`src/rtl/ch_cmd_scheduler.sv`:
```
// ch_cmd_scheduler: sequences one decoded UART command at a time onto one of CH_NUM
// serial-out channels.
//
// The sequence is stop -> drain -> load -> start -> done. Each strobe is one cycle
// and one-hot on the selected channel.
//
// A single pending slot absorbs one command that arrives while a sequence runs.
// A further command that arrives while the slot is full is dropped and flagged on
// ovf_o.
//
// Optional feature: define DRAIN_TIMEOUT_EN to bound the drain wait to TIMEOUT
// cycles. When the bound is hit, cmd_err_o pulses and the command is abandoned.
//
// Ports:
//   clk_i, rst_ni            clock, asynchronous active-low reset
//   cmd_valid_i              one-cycle command strobe (decoder done_tick)
//   output_pattern_i         command pattern field
//   freq_pattern_i           command per-bit fast/slow field
//   sel_out_i                command target channel field
//   start_i, stop_i, mode_i  command flag fields
//   slow_period_i            command slow bit-period field
//   fast_period_i            command fast bit-period field
//   ch_busy_i                per-channel busy
//   ch_pattern_o, ch_freq_o, ch_mode_o, ch_slow_o, ch_fast_o
//                            shared channel-configuration bus (active command)
//   ch_load_o, ch_start_o, ch_stop_o
//                            one-hot channel strobes
//   done_tick_o              command finished
//   cmd_err_o                bad select or drain timeout
//   ovf_o                    command dropped
//   busy_o                   scheduler not idle
module ch_cmd_scheduler #(
  parameter int unsigned DATA_BIT = 32,
  parameter int unsigned CH_NUM   = 4,
  parameter int unsigned TIMEOUT  = 65535
) (
  input  logic                clk_i,
  input  logic                rst_ni,
  input  logic                cmd_valid_i,
  input  logic [DATA_BIT-1:0] output_pattern_i,
  input  logic [DATA_BIT-1:0] freq_pattern_i,
  input  logic [3:0]          sel_out_i,
  input  logic                start_i,
  input  logic                stop_i,
  input  logic                mode_i,
  input  logic [7:0]          slow_period_i,
  input  logic [7:0]          fast_period_i,
  input  logic [CH_NUM-1:0]   ch_busy_i,
  output logic [DATA_BIT-1:0] ch_pattern_o,
  output logic [DATA_BIT-1:0] ch_freq_o,
  output logic                ch_mode_o,
  output logic [7:0]          ch_slow_o,
  output logic [7:0]          ch_fast_o,
  output logic [CH_NUM-1:0]   ch_load_o,
  output logic [CH_NUM-1:0]   ch_start_o,
  output logic [CH_NUM-1:0]   ch_stop_o,
  output logic                done_tick_o,
  output logic                cmd_err_o,
  output logic                ovf_o,
  output logic                busy_o
);

  typedef struct packed {
    logic [DATA_BIT-1:0] pat;
    logic [DATA_BIT-1:0] freq;
    logic [3:0]          sel;
    logic                start;
    logic                stop;
    logic                mode;
    logic [7:0]          slow;
    logic [7:0]          fast;
  } cmd_t;

  typedef enum logic [2:0] {
    StIdle, StDecode, StStop, StDrain, StLoad, StStart, StDone
  } state_e;

  state_e state_q, state_d;
  cmd_t   act_q, pend_q, cmd_in;
  logic   pend_vld_q;
  logic   ovf_q;

  logic        sel_ok, busy_sel, timeout;
  logic [15:0] busy_pad, sel_dec;
  logic [CH_NUM-1:0] sel_hot;

  assign cmd_in = '{pat: output_pattern_i, freq: freq_pattern_i, sel: sel_out_i,
                    start: start_i, stop: stop_i, mode: mode_i,
                    slow: slow_period_i, fast: fast_period_i};

  assign sel_ok   = {1'b0, act_q.sel} < 5'(CH_NUM);
  assign busy_pad = 16'(ch_busy_i);
  // Channels beyond CH_NUM read as not busy; they never reach the drain state anyway.
  assign busy_sel = busy_pad[act_q.sel];
  assign sel_dec  = 16'(1) << act_q.sel;
  assign sel_hot  = sel_dec[CH_NUM-1:0];

`ifdef DRAIN_TIMEOUT_EN
  logic [15:0] cnt_q, cnt_d;

  // The counter runs only while in drain with the channel busy. It restarts from 0
  // on each drain entry.
  always_comb begin
    cnt_d = '0;
    if (state_q == StDrain && busy_sel) cnt_d = cnt_q + 16'd1;
  end

  always_ff @(posedge clk_i or negedge rst_ni) begin
    if (!rst_ni) cnt_q <= '0;
    else         cnt_q <= cnt_d;
  end

  // The TIMEOUT-th consecutive busy cycle in drain gives up.
  assign timeout = busy_sel && (cnt_q == 16'(TIMEOUT - 1));
`else
  // No drain limit in this build; the drain wait is unbounded.
  assign timeout = (TIMEOUT == 0) && 1'b0;
`endif

  // State register
  always_ff @(posedge clk_i or negedge rst_ni) begin
    if (!rst_ni) state_q <= StIdle;
    else         state_q <= state_d;
  end

  // Command storage: active register and one-entry pending buffer
  always_ff @(posedge clk_i or negedge rst_ni) begin
    if (!rst_ni) begin
      act_q      <= '0;
      pend_q     <= '0;
      pend_vld_q <= 1'b0;
      ovf_q      <= 1'b0;
    end else begin
      ovf_q <= 1'b0;
      if (state_q == StIdle) begin
        if (pend_vld_q) begin
          act_q      <= pend_q;
          pend_vld_q <= cmd_valid_i;
          if (cmd_valid_i) pend_q <= cmd_in;
        end else if (cmd_valid_i) begin
          act_q <= cmd_in;
        end
      end else if (cmd_valid_i) begin
        if (!pend_vld_q) begin
          pend_q     <= cmd_in;
          pend_vld_q <= 1'b1;
        end else begin
          ovf_q <= 1'b1;
        end
      end
    end
  end

  // Next-state logic
  always_comb begin
    state_d = state_q;
    unique case (state_q)
      StIdle:   if (pend_vld_q || cmd_valid_i) state_d = StDecode;
      StDecode: begin
        if (!sel_ok)          state_d = StIdle;
        else if (act_q.stop)  state_d = StStop;
        else if (busy_sel)    state_d = StDrain;
        else                  state_d = StLoad;
      end
      StStop:   state_d = StDrain;
      StDrain: begin
        if (!busy_sel)    state_d = (act_q.stop && !act_q.start) ? StDone : StLoad;
        else if (timeout) state_d = StIdle;
      end
      StLoad:   state_d = act_q.start ? StStart : StDone;
      StStart:  state_d = StDone;
      StDone:   state_d = StIdle;
      default:  state_d = StIdle;
    endcase
  end

  // Outputs, decoded from the state register and the active command
  always_comb begin
    ch_load_o   = '0;
    ch_start_o  = '0;
    ch_stop_o   = '0;
    done_tick_o = 1'b0;
    cmd_err_o   = 1'b0;
    unique case (state_q)
      StDecode: cmd_err_o   = !sel_ok;
      StStop:   ch_stop_o   = sel_hot;
      StDrain:  cmd_err_o   = timeout;
      StLoad:   ch_load_o   = sel_hot;
      StStart:  ch_start_o  = sel_hot;
      StDone:   done_tick_o = 1'b1;
      default:  ;
    endcase
  end

  assign busy_o       = (state_q != StIdle);
  assign ovf_o        = ovf_q;
  assign ch_pattern_o = act_q.pat;
  assign ch_freq_o    = act_q.freq;
  assign ch_mode_o    = act_q.mode;
  assign ch_slow_o    = act_q.slow;
  assign ch_fast_o    = act_q.fast;

endmodule

```
`config.mk`:
```
export PLATFORM = sky130hd
export DESIGN_NAME = ch_cmd_scheduler
export DESIGN_NICKNAME = d
export VERILOG_FILES = /design/src/rtl/ch_cmd_scheduler.sv
export SDC_FILE = /design/constraint.sdc
export NUM_CORES = 1
export LEC_CHECK = 0
export CELL_PAD_IN_SITES_DETAIL_PLACEMENT = 1
export CELL_PAD_IN_SITES_GLOBAL_PLACEMENT = 2
export CORE_UTILIZATION = 37
export CTS_CLUSTER_SIZE = 8
export DETAILED_ROUTE_END_ITERATION = 16
export MAX_ROUTING_LAYER = met4
export PLACE_DENSITY = 0.91
export SKIP_CTS_REPAIR_TIMING = 1
export SYNTH_ARGS = -nofsm -noshare
export SYNTH_HDL_FRONTEND = slang
export SYNTH_SLANG_ARGS = --single-unit
```
`constraint.sdc`:
```
create_clock -name clk_i -period 5.9 [get_ports clk_i]
set_clock_uncertainty 0.2 [all_clocks]
set_input_delay 1.18 -clock clk_i [delete_from_list [all_inputs] [get_ports clk_i]]
set_output_delay 1.18 -clock clk_i [all_outputs]
set_load 0.01 [all_outputs]
```
==> flow_metrics.py <==
metrics = {
    "detailed_routing": {
        "dr_wl_met2_um": 9560,
        "highest_layer": "met4",
        "met1Wirelength_um": 8160,
        "finalWirelength_um": 18900,
        "wire_per_inst_um": 18.9,
        "drt-pass1-iter-count": 4,
        "dr_wl_met3_um": 1090,
        "drt-initial-drc-count": 122,
        "vias": 4955,
        "ant_nets": 0,
        "vias_per_cell": 4.94,
        "drc": 0,
    },
    "global_route": {
        "antenna_found_initial": 1,
        "grt_pass1_vias": 5734,
        "grt_use_total": 0.174,
        "grt_max_degree": 93,
        "grt-ovfl-total": 0,
        "grt_pass1_wl_um": 31600,
    },
    "critical_path": {
        "path_class": "in -> reg",
        "crit_required_ns": 5.99,
        "timing.rr.start": "pend_vld_q$_DFFE_PN0N_",
        "crit_arrival_ns": 3.56,
        "reg2reg_setup_slack_ns": 2.55,
        "startpoint_type": "primary input",
        "path_max_fanout": 60,
        "timing.rr.end": "pend_q[81]$_DFFE_PN0P_",
        "end_kind": "register",
        "rr_worst_depth": 4,
    },
    "yosys": {
        "synthFlopType": "dfrtp_1",
        "yosys_warnings": 0,
        "yosys.area.top_type": "dfrtp_1",
        "syn_inst": 602,
        "synth_cell_type_count": 34,
        "avgSynthCellArea_um2": 14.3,
        "ys_seq_elements": 179,
        "ys_async_sr_fraction": 1.00,
        "yosys-top-cells-area": "dfrtp_1 (52%), mux2_2 (30%), buf_4 (7.9%)",
        "ys_seq_area_frac": 0.520,
        "synth_edf_count": 0,
        "syn-cell-area_um2": 8610,
        "synth_top_cell_area_share": 0.520,
        "syn-num-nets": 696,
    },
    "die": {
        "start_util": 0.379,
        "io_pins": 191,
        "dieArea_um2": 23900,
        "core_um2": 22700,
        "die_x_um": 155,
        "num_rows": 55,
        "die_h_um": 155,
    },
    "clock_network": {
        "htree_levels": 4,
        "cts.path.max_buffers": 2,
        "path_clk_slew_ns": 0.07,
        "cts_sinks": 179,
        "root_buffer": "clkbuf_16",
        "clock_latency_ns": 0.42,
        "cts_tree": "built",
        "cts_buffers": 17,
    },
    "min_path": {
        "holdPathEnd": "pend_q[79]$_DFFE_PN0P_",
        "hold_path_depth": 1,
        "holdCritStartpoint": "pend_q[79]$_DFFE_PN0P_",
        "min_path_type": "reg -> reg",
    },
    "power_and_ir_drop": {
        "switchingPower_uw": 1970,
        "ir_worst_vdd_mv": 0.271,
        "p_leak_uw": 0.00439,
        "combPwrFrac": 0.443,
        "clockPowerShare": 0.194,
        "power_uw": 6350,
        "power_density_nw_per_um2": 592,
        "swShare": 0.311,
        "internal-power_uw": 4380,
        "p_seq_frac": 0.363,
    },
    "cells_and_area": {
        "multiInputGateArea_um2": 3290,
        "fillCellCount": 2234,
        "fin_nets": 799,
        "utilization": 0.473,
        "drive_above_1_share": 0.395,
        "seqCellArea_um2": 4480,
        "synthToLayoutAreaGrowth_pct": 24.6,
    },
    "place": {
        "port_buffers": 190,
        "gp_congestion": 0.763,
        "hpwlAfterDp_um": 12800,
    },
    "sta": {
        "setup_violations": 0,
        "worstMarginPinSlew_ns": 1.02,
        "rsz0062_at_grt": "no",
        "drv_slew": 0,
        "worst_slew_margin_rel": 0.319,
        "period_share": 0.587,
        "finalSetupTns_ns": 0,
        "fmax_ghz": 0.289,
        "finalCriticalPeriod_ns": 3.46,
        "finalHoldViolCount": 0,
    },
    "run": {
        "maxCapViolCount": 0,
    },
    "run_status": {
        "outcome": "finished, final reports clean",
    },
}
## layout make-up
type / instances / share of cell area
Sequential cell: 179 / 0.418
Multi-Input combinational cell: 309 / 0.307
Timing Repair Buffer: 195 / 0.182
Clock buffer: 18 / 0.0409
Tap cell: 285 / 0.0332
Clock inverter: 13 / 0.0183
Inverter: 3 / 0.00105
Antenna cell: 1 / 0.000233
## worst max-delay path by stage
stage / start / endpoint / depth (start not counted)
finish: cmd_valid_i / pend_q[81]$_DFFE_PN0P_ / 4
global placement: cmd_valid_i / pend_q[82]$_DFFE_PN0P_ / 4
floorplan: cmd_valid_i / ch_freq_o[12]$_DFFE_PN0P_ / 5
detailed placement: cmd_valid_i / pend_q[81]$_DFFE_PN0P_ / 4
CTS: cmd_valid_i / pend_q[81]$_DFFE_PN0P_ / 4
global route: cmd_valid_i / pend_q[81]$_DFFE_PN0P_ / 4
## synthesized netlist by cell type, types with 4 or more instances
master / count
buf_4: 91
mux2_1: 21
mux2_2: 230
dfrtp_1: 179
nor2_1: 14
buf_8: 5
mux2_4: 10
clkbuf_1: 10
nand3_1: 4
o21ai_0: 4
## worst max-delay path: stages
cell and delay, ns:
clkdlybuf4s50_1 0.60, nand3_4 0.79, buf_4 0.58, mux2_1 0.38
## routing by layer
layer / GRT usage / vias up
met1: 0.209 / 2571
met2: 0.290 / 128
li1: - / 2245
met4: 0.0377 / 0
met5: - / -
met3: 0.0502 / 11
## per-stage QoR
stage / instances / worst slack (ns) / cell area, µm² / hold slack [ns]
3_5_place_dp: 971 / 1.94 / 10100 / 0.279
4_1_cts: 1002 / 2.40 / 10700 / 0.295
2_1_floorplan: 602 / 3.50 / 8610 / 0.259
3_3_place_gp: 971 / 2.06 / 10100 / 0.267
5_1_grt: 1003 / 2.29 / 10700 / 0.312
6_report: 1003 / 2.44 / 10700 / 0.291
## cell usage in the layout (no fill, tap or decap), types with 2 or more instances in the layout
cell type and n:
mux2_2 230, clkdlybuf4s50_1 189, dfrtp_1 178, mux2_1 21
clkbuf_16 17, nor2_1 14, mux2_4 10, nand3_1 4
o21ai_0 4, bufinv_16 4, inv_6 4, buf_4 4
inv_1 3, nor3_1 3, nand3b_1 2, nor2b_1 2
o211ai_1 2, clkinv_4 2
## power by group through the flow
| stage | Sequential (µW) | Clock, µW | Combinational, µW |
|---|---|---|---|
| floorplan | 2120 | 0 | 2370 |
| global placement | 2270 | 0 | 2720 |
| finish | 2300 | 1230 | 2820 |
| global route | 2400 | 1320 | 3050 |
| CTS | 2310 | 1270 | 2870 |
| detailed placement | 2330 | 0 | 2860 |
## sequential cells by signal (all words and copies together) (netlist names)
register	cells
state_q	3
ch_mode_o	1
ch_fast_o	8
act_q	6
ovf_o	1
ch_slow_o	8
ch_freq_o	32
ch_pattern_o	32
pend_q	87
pend_vld_q	1
## cell families (layout without fill, tap and decap cells)
| logic type | after synthesis | in the layout | synth area share |
|---|---|---|---|
| other | 0 | 1 | 0 |
| flip-flops | 179 | 179 | 0.520 |
| multiplexers | 262 | 262 | 0.348 |
| buffers and inverters | 114 | 229 | 0.0988 |
| AO/OA/AOI/OAI | 11 | 11 | 0.00857 |
| AND/OR/NAND/NOR | 35 | 35 | 0.0234 |
| adder cells (fa/ha/maj) | 1 | 1 | 0.00116 |
(Power assumes the default switching activity.)
